File: config.mk
export PLATFORM = sky130hd
export DESIGN_NAME = paso8bto32b
export DESIGN_NICKNAME = d
export VERILOG_FILES = /design/src/rtl/paso8bto32b.sv
export SDC_FILE = /design/constraint.sdc
export NUM_CORES = 1
export LEC_CHECK = 0
export CORE_MARGIN = 2
export CORE_UTILIZATION = 50
export DETAILED_ROUTE_END_ITERATION = 10
export GPL_TIMING_DRIVEN = 0
export PLACE_DENSITY_LB_ADDON = 0.1
export SLEW_MARGIN = 20
export SYNTH_ARGS = -nofsm -noshare
export SYNTH_HDL_FRONTEND = slang
export SYNTH_SLANG_ARGS = --single-unit
File: constraint.sdc
create_clock -name clk_4f -period 1.6 [get_ports clk_4f]
set_clock_uncertainty 0.05 [all_clocks]
set_input_delay 0.24 -clock clk_4f [delete_from_list [all_inputs] [get_ports clk_4f]]
set_output_delay 0.24 -clock clk_4f [all_outputs]
set_load 0.01 [all_outputs]
File: src/rtl/paso8bto32b.sv
// Byte-to-word packer: gathers four consecutive valid bytes into one 32-bit word.
// A gap in valid_in before the fourth byte discards the partial word and pulses err_partial.
module paso8bto32b #(
    parameter bit MSB_FIRST = 1'b1
) (
    input  logic        clk_4f,
    input  logic        reset,
    input  logic [7:0]  data_in,
    input  logic        valid_in,
    output logic [31:0] data_out,
    output logic        valid_out,
    output logic        err_partial
);

    // Handshake: valid_in qualifies data_in on every rising edge. There is no ready
    // signal, so the consumer must take data_out while valid_out is high.
    logic [1:0]  indice;
    logic [7:0]  lane0;
    logic [7:0]  lane1;
    logic [7:0]  lane2;
    logic [31:0] word_next;

    always_comb begin
        word_next = {lane0, lane1, lane2, data_in};
        if (!MSB_FIRST) begin
            word_next = {data_in, lane2, lane1, lane0};
        end
    end

    always_ff @(posedge clk_4f) begin
        if (reset) begin
            indice      <= 2'd0;
            lane0       <= 8'h00;
            lane1       <= 8'h00;
            lane2       <= 8'h00;
            data_out    <= 32'h0;
            valid_out   <= 1'b0;
            err_partial <= 1'b0;
        end else begin
            valid_out   <= 1'b0;
            err_partial <= 1'b0;
            if (valid_in) begin
                case (indice)
                    2'd0: lane0 <= data_in;
                    2'd1: lane1 <= data_in;
                    2'd2: lane2 <= data_in;
                    2'd3: begin
                        data_out  <= word_next;
                        valid_out <= 1'b1;
                    end
                endcase
                // Wraps 3 -> 0 on completion so the next byte starts a fresh word.
                indice <= indice + 2'd1;
            end else if (indice != 2'd0) begin
                indice      <= 2'd0;
                err_partial <= 1'b1;
            end
        end
    end

endmodule

==> impl_metrics.json, run 1 <==
{
  "crit_cells": 1,
  "synthesis.nets": 225,
  "synth-edff-count": 0,
  "cp-end-kind": "output port",
  "cts_resized": 0,
  "ys_seq_area_frac": 0.5021,
  "clkTransAtPathRegs_ns": 0.06,
  "syn_area_per_cell_um2": 11.39,
  "fin_cells": 320,
  "ys_warn_count": 0,
  "grt.total_usage": 0.1901,
  "place_inst": 306,
  "cts_setup_buffers": 0,
  "finalSetupViolCount": 0,
  "drcViolationCount": 0,
  "routedWlPerCell_um": 14.31,
  "fin_area_um2": 3055,
  "fmax_mhz": 656.5,
  "min_period_ns": 1.523,
  "grt_pass1_vias": 1521,
  "synth_area_um2": 2392,
  "via_per_inst": 4.988,
  "critPathMaxFanout": 2,
  "post-route-period-util": 0.9520,
  "place.gp.congestion": 0.7436,
  "grt_max_degree": 11,
  "root_buffer": "clkbuf_8",
  "arrival_ns": 1.23,
  "htreeDepth": 3,
  "wl_met3_um": 205,
  "grt_pass1_wl_mm": 7.410,
  "io_buffer_count": 42,
  "netlist_instances": 210,
  "cts_buffer_depth": 2,
  "ys_types": 16,
  "rows": 25,
  "drv_slew": 0,
  "synth_top_area_share": 0.5021,
  "areaGrowthSynthToFinish_pct": 27.72,
  "worstPathCellList": "clkdlybuf4s50_1",
  "synth_area_leaders": "dfxtp_1 (50%), mux2i_1 (23%), nand2b_1 (17%), buf_6 (2.8%), ha_1 (2.1%)",
  "wirelength_mm": 4.578,
  "seqPwrFrac": 0.524,
  "cts_tree": "yes",
  "hold_viol": 0,
  "p_switching_uw": 644.6,
  "worstSkewPairLatency_ns": 0.33,
  "rr_worst_depth": 4,
  "via_count": 1596,
  "m1WireLength_mm": 2.237,
  "ctsHoldBuffers": 0,
  "clkSinkCount": 60,
  "wl_met2_mm": 2.017,
  "die_h_um": 73.17,
  "highest_layer": "met4",
  "crit_family": "buffers and inverters",
  "place_hpwl_mm": 3.134,
  "final_core_util": 0.6556,
  "cp.required_ns": 1.31,
  "die_w_um": 73.17,
  "synthMostInstantiatedCell": "nand2b_1",
  "worstHoldPathType": "input port to flop",
  "maxCapViolCount": 0,
  "ff2ff_setup_slack_ns": 0.28,
  "critPathBufInv": 1,
  "holdPathStages": 2,
  "maxSlewHeadroom": 0.7045,
  "antenna_cells": 0,
  "coreArea_um2": 4661,
  "num-fill-cells": 386,
  "worst_pin_slew_ns": 0.4432,
  "sw_frac_of_total": 0.2195,
  "synth_seq_cells": 60,
  "async_flop_share": 0,
  "first_pass_iters": 4,
  "ant_nets": 0,
  "rsz0062_at_grt": "false",
  "antenna_found_initial": 0,
  "crit_path_start_kind": "flop",
  "io_pins": 45,
  "placed_area_um2": 2880,
  "clock_power_share": 0.410,
  "start_util": 0.5133,
  "synth_common_cells": "nand2b_1 (65), dfxtp_1 (60), mux2i_1 (56)",
  "power.density_nw_per_um2": 961.2,
  "grt_overflow": 0,
  "ir_drop_mv": 0.5331,
  "comb_power_share": 0.067,
  "numCtsBuffers": 9,
  "synth.largest_area_cell": "dfxtp_1",
  "leakagePower_uw": 0.001371,
  "layout-drive-gt1-share": 0.09774,
  "crit_path_max_incr_delay_ns": 0.55,
  "fin_setup_tns_ns": 0,
  "critPathSlowestCell": "clkdlybuf4s50_1",
  "intPower_uw": 2292,
  "drt_iter0_markers": 62,
  "run_status": "complete, no violations",
  "fin_nets": 278,
  "synth_flop_cell": "dfxtp_1",
  "die_area_um2": 5354,
  "path_class": "flop to output port"
}
-- worst paths after layout --
| check | startpoint | to |
|---|---|---|
| hold reg to reg | data_out[8]$_SDFFE_PP0P_ | data_out[8]$_SDFFE_PP0P_ |
| setup reg to reg | indice[0]$_SDFFE_PP0P_ | lane0[7]$_SDFFE_PP0P_ |
| setup / recovery | data_out[23]$_SDFFE_PP0P_ | data_out[23] |
| hold / removal | valid_in | err_partial$_SDFF_PP0_ |
-- final cells by class --
| cell class | instances | area (µm²) | area share |
|---|---|---|---|
| repair buffers | 42 | 420.4 | 0.1376 |
| clock buffers | 12 | 165.2 | 0.05405 |
| well taps | 54 | 67.56 | 0.02211 |
| multi-input cells | 137 | 1094 | 0.3579 |
| plain buffers | 11 | 90.09 | 0.02948 |
| flip-flops and latches | 60 | 1201 | 0.3931 |
| inverters | 2 | 7.507 | 0.002457 |
| clock inverters | 2 | 10.01 | 0.003276 |
-- routing by layer --
metal,vias up,global-route usage
met4,0,0.1173
met5,-,0
li1,803,-
met3,12,0.03867
met2,37,0.2793
met1,744,0.2550
-- per-stage QoR --
step	hold slack, ns	worst slack (ns)	power (µW)
after CTS	0.07334	0.06553	2981
after floorplan	0.4054	0.4435	1703
after detailed placement	0.4108	0.2746	1768
after global placement	0.4108	0.3103	1765
after global routing	0.09222	0.05106	3039
final	0.08490	0.07684	2937
-- registers in the layout, summed over array words and instances (netlist names) --
register     count
indice           2
data_out        32
lane0            8
err_partial      1
valid_out        1
lane2            8
lane1            8
-- layout by cell type (no fill, tap or decap) --
master           Yosys  final
clkdlybuf4s50_1      0     42
nand2_4              1      1
nand2b_1            65     65
nor2_1               1      1
mux2i_1             56     56
nand2_1              1      1
nand2_2              3      3
clkbuf_1             4      4
buf_6                6      6
clkinv_2             0      2
a21oi_1              2      2
buf_4                1      1
nor3_1               1      1
inv_1                2      2
clkbuf_8             0     12
nand3b_1             2      2
and2_4               1      1
dfxtp_1             60     60
ha_1                 4      4
-- power by group through the flow --
stage | Combinational [µW] | Sequential, µW | Clock [µW]
after global placement | 195 | 1570 | 0
after global routing | 214 | 1540 | 1290
after floorplan | 133 | 1570 | 0
final | 195 | 1540 | 1200
after CTS | 198 | 1540 | 1250
after detailed placement | 197 | 1570 | 0
-- cells by family after synthesis --
kind of cell	Yosys count	synth area share
AOI/OAI and AO/OA	2	0.004184
adders and majority gates	4	0.02092
buffers and inverters	13	0.04079
DFF	60	0.5021
muxes	56	0.2343
and+or+nand+nor	75	0.1977
(Power assumes the default switching activity.)
==> inputs of run 2 (changes only) <==
--- a/config.mk
+++ b/config.mk
@@ -5,6 +5,7 @@
 export SDC_FILE = /design/constraint.sdc
 export NUM_CORES = 1
 export LEC_CHECK = 0
+export CORE_ASPECT_RATIO = 0.75
 export CORE_MARGIN = 2
 export CORE_UTILIZATION = 50
 export DETAILED_ROUTE_END_ITERATION = 10
==> constraint.sdc (replaced) <==
create_clock -name clk_4f -period 1.8 [get_ports clk_4f]
set_clock_uncertainty 0.05 [all_clocks]
set_input_delay 0.27 -clock clk_4f [delete_from_list [all_inputs] [get_ports clk_4f]]
set_output_delay 0.27 -clock clk_4f [all_outputs]
set_load 0.01 [all_outputs]
==> run 2 against run 1 <==
Against the previous run: core utilization is 2.3 points higher; non-clock buffer count unchanged; die area increased by 0.11%; largest power group unchanged; worst setup slack improved by 0.18 ns; critical endpoint is now data_out[8]; total power is 8.6% lower; clock power decreased by 5%; sequential share of layout area fell by 0.16 points.
==> impl_metrics.json, run 2 (synthesis gave the netlist of run 1 again) <==
{
  "run_status": "complete, no violations",
  "maxCapViolCount": 0,
  "rsz0062_at_grt": "false",
  "place_ws_ns": 0.4839,
  "crit_family": "buffers and inverters",
  "crit_path_start_kind": "flop",
  "wl_met2_mm": 1.991,
  "fin_area_um2": 3068,
  "holdPathStages": 2,
  "worstPathCellList": "clkdlybuf4s50_1",
  "antenna_cells": 0,
  "highest_layer": "met4",
  "clkTransAtPathRegs_ns": 0.06,
  "grt.total_usage": 0.1930,
  "via_per_inst": 4.846,
  "final_cell_mix": "nand2b_1 (65), dfxtp_1 (60), mux2i_1 (56)",
  "drt_iter0_markers": 44,
  "place.gp.congestion": 0.7095,
  "die_h_um": 63.91,
  "root_buffer": "clkbuf_8",
  "io_pins": 45,
  "critPathMaxFanout": 2,
  "worstSkewPairLatency_ns": 0.33,
  "p_total_uw": 2683,
  "htreeDepth": 3,
  "ant_nets": 0,
  "start_util": 0.5293,
  "ir_drop_mv": 0.7221,
  "cp.required_ns": 1.48,
  "wl_met3_um": 203,
  "layout-drive-gt1-share": 0.08989,
  "fin_setup_tns_ns": 0,
  "m1WireLength_mm": 2.247,
  "drv_slew": 0,
  "cts_buffer_depth": 2,
  "grt_pass1_wl_mm": 7.893,
  "routedWlPerCell_um": 13.91,
  "placed_area_um2": 2884,
  "largest_register_ffs": 32,
  "worst_pin_slew_ns": 0.4070,
  "place_hpwl_mm": 3.175,
  "worstHoldPathType": "input port to flop",
  "fmax_mhz": 649.3,
  "finalSetupViolCount": 0,
  "rr_worst_depth": 4,
  "grt_max_degree": 11,
  "cts_tree": "yes",
  "cp-end-kind": "output port",
  "io_buffer_count": 42,
  "antenna_found_initial": 0,
  "critPathBufInv": 1,
  "largest-register": "data_out",
  "areaGrowthSynthToFinish_pct": 28.24,
  "clkSinkCount": 60,
  "die_w_um": 83.87,
  "coreArea_um2": 4519,
  "rows": 21,
  "arrival_ns": 1.22,
  "numCtsBuffers": 9,
  "hold_viol": 0,
  "fin_cells": 324,
  "crit_path_max_incr_delay_ns": 0.54,
  "grt_overflow": 0,
  "power.density_nw_per_um2": 874.5,
  "grt_pass1_vias": 1624,
  "drcViolationCount": 0,
  "crit_cells": 1,
  "ctsHoldBuffers": 0,
  "place_inst": 309,
  "via_count": 1570,
  "min_period_ns": 1.540,
  "cts_setup_buffers": 0,
  "fin_nets": 278,
  "layout_commonest_cell": "nand2b_1",
  "post-route-period-util": 0.8556,
  "critPathSlowestCell": "clkdlybuf4s50_1",
  "maxSlewHeadroom": 0.7287,
  "wirelength_mm": 4.506,
  "cts_resized": 0,
  "path_class": "flop to output port",
  "setup_slack_ns": 0.2598,
  "first_pass_iters": 4,
  "leakagePower_uw": 0.001370,
  "die_area_um2": 5360
}
[run 2: worst paths after layout]
| path | startpoint | endpoint | slack [ns] |
|---|---|---|---|
| min reg2reg | data_out[0]$_SDFFE_PP0P_ | data_out[0]$_SDFFE_PP0P_ | 0.42 |
| max reg2reg | indice[0]$_SDFFE_PP0P_ | lane0[2]$_SDFFE_PP0P_ | 0.48 |
| max | data_out[8]$_SDFFE_PP0P_ | data_out[8] | 0.26 |
| min | valid_in | err_partial$_SDFF_PP0_ | 0.12 |
[run 2: power breakdown]
group / internal [µW] / switching [µW]
sequential: 1360 / 9.97
combinational: 88.8 / 84.5
clock: 669 / 474
[run 2: routing by layer]
| metal | global-route usage | up-vias |
|---|---|---|
| li1 | - | 798 |
| met1 | 0.2557 | 730 |
| met2 | 0.2850 | 32 |
| met3 | 0.07235 | 10 |
| met4 | 0.07863 | 0 |
| met5 | 0 | - |
[run 2: layout make-up]
| class | count | area (µm²) |
|---|---|---|
| Timing Repair Buffer | 42 | 420.4 |
| Buffer | 11 | 90.09 |
| Inverter | 2 | 7.507 |
| Sequential cell | 60 | 1201 |
| Fill cell | 346 | 1451 |
| Clock buffer | 13 | 148.9 |
| Multi-Input combinational cell | 137 | 1094 |
| Tap cell | 57 | 71.32 |
| Clock inverter | 2 | 35.03 |
[run 2: stage by stage]
stage	utilization	hold WS (ns)
finish	0.6788	0.1189
global route	0.6788	0.1103
CTS	0.6788	0.09884
detailed placement	0.6382	0.4179
global placement	0.6382	0.4099
floorplan	-	0.4081
==> inputs of run 3 (changes only) <==
==> constraint.sdc (replaced) <==
create_clock -name clk_4f -period 1.8 [get_ports clk_4f]
set_clock_uncertainty 0.05 [all_clocks]
set_input_delay 0.27 -clock clk_4f [delete_from_list [all_inputs] [get_ports clk_4f]]
set_output_delay 0.27 -clock clk_4f [all_outputs]
set_load 0.02 [all_outputs]
==> results of run 3 <==
Same layout as run 2 (identical final DEF). Status: complete, no violations.
Among the figures that moved: setup slack after layout 0.2598 ns -> 0.1919 ns; total power 2683 µW -> 2685 µW; worst IR drop on VDD 0.7221 mV -> 0.7222 mV
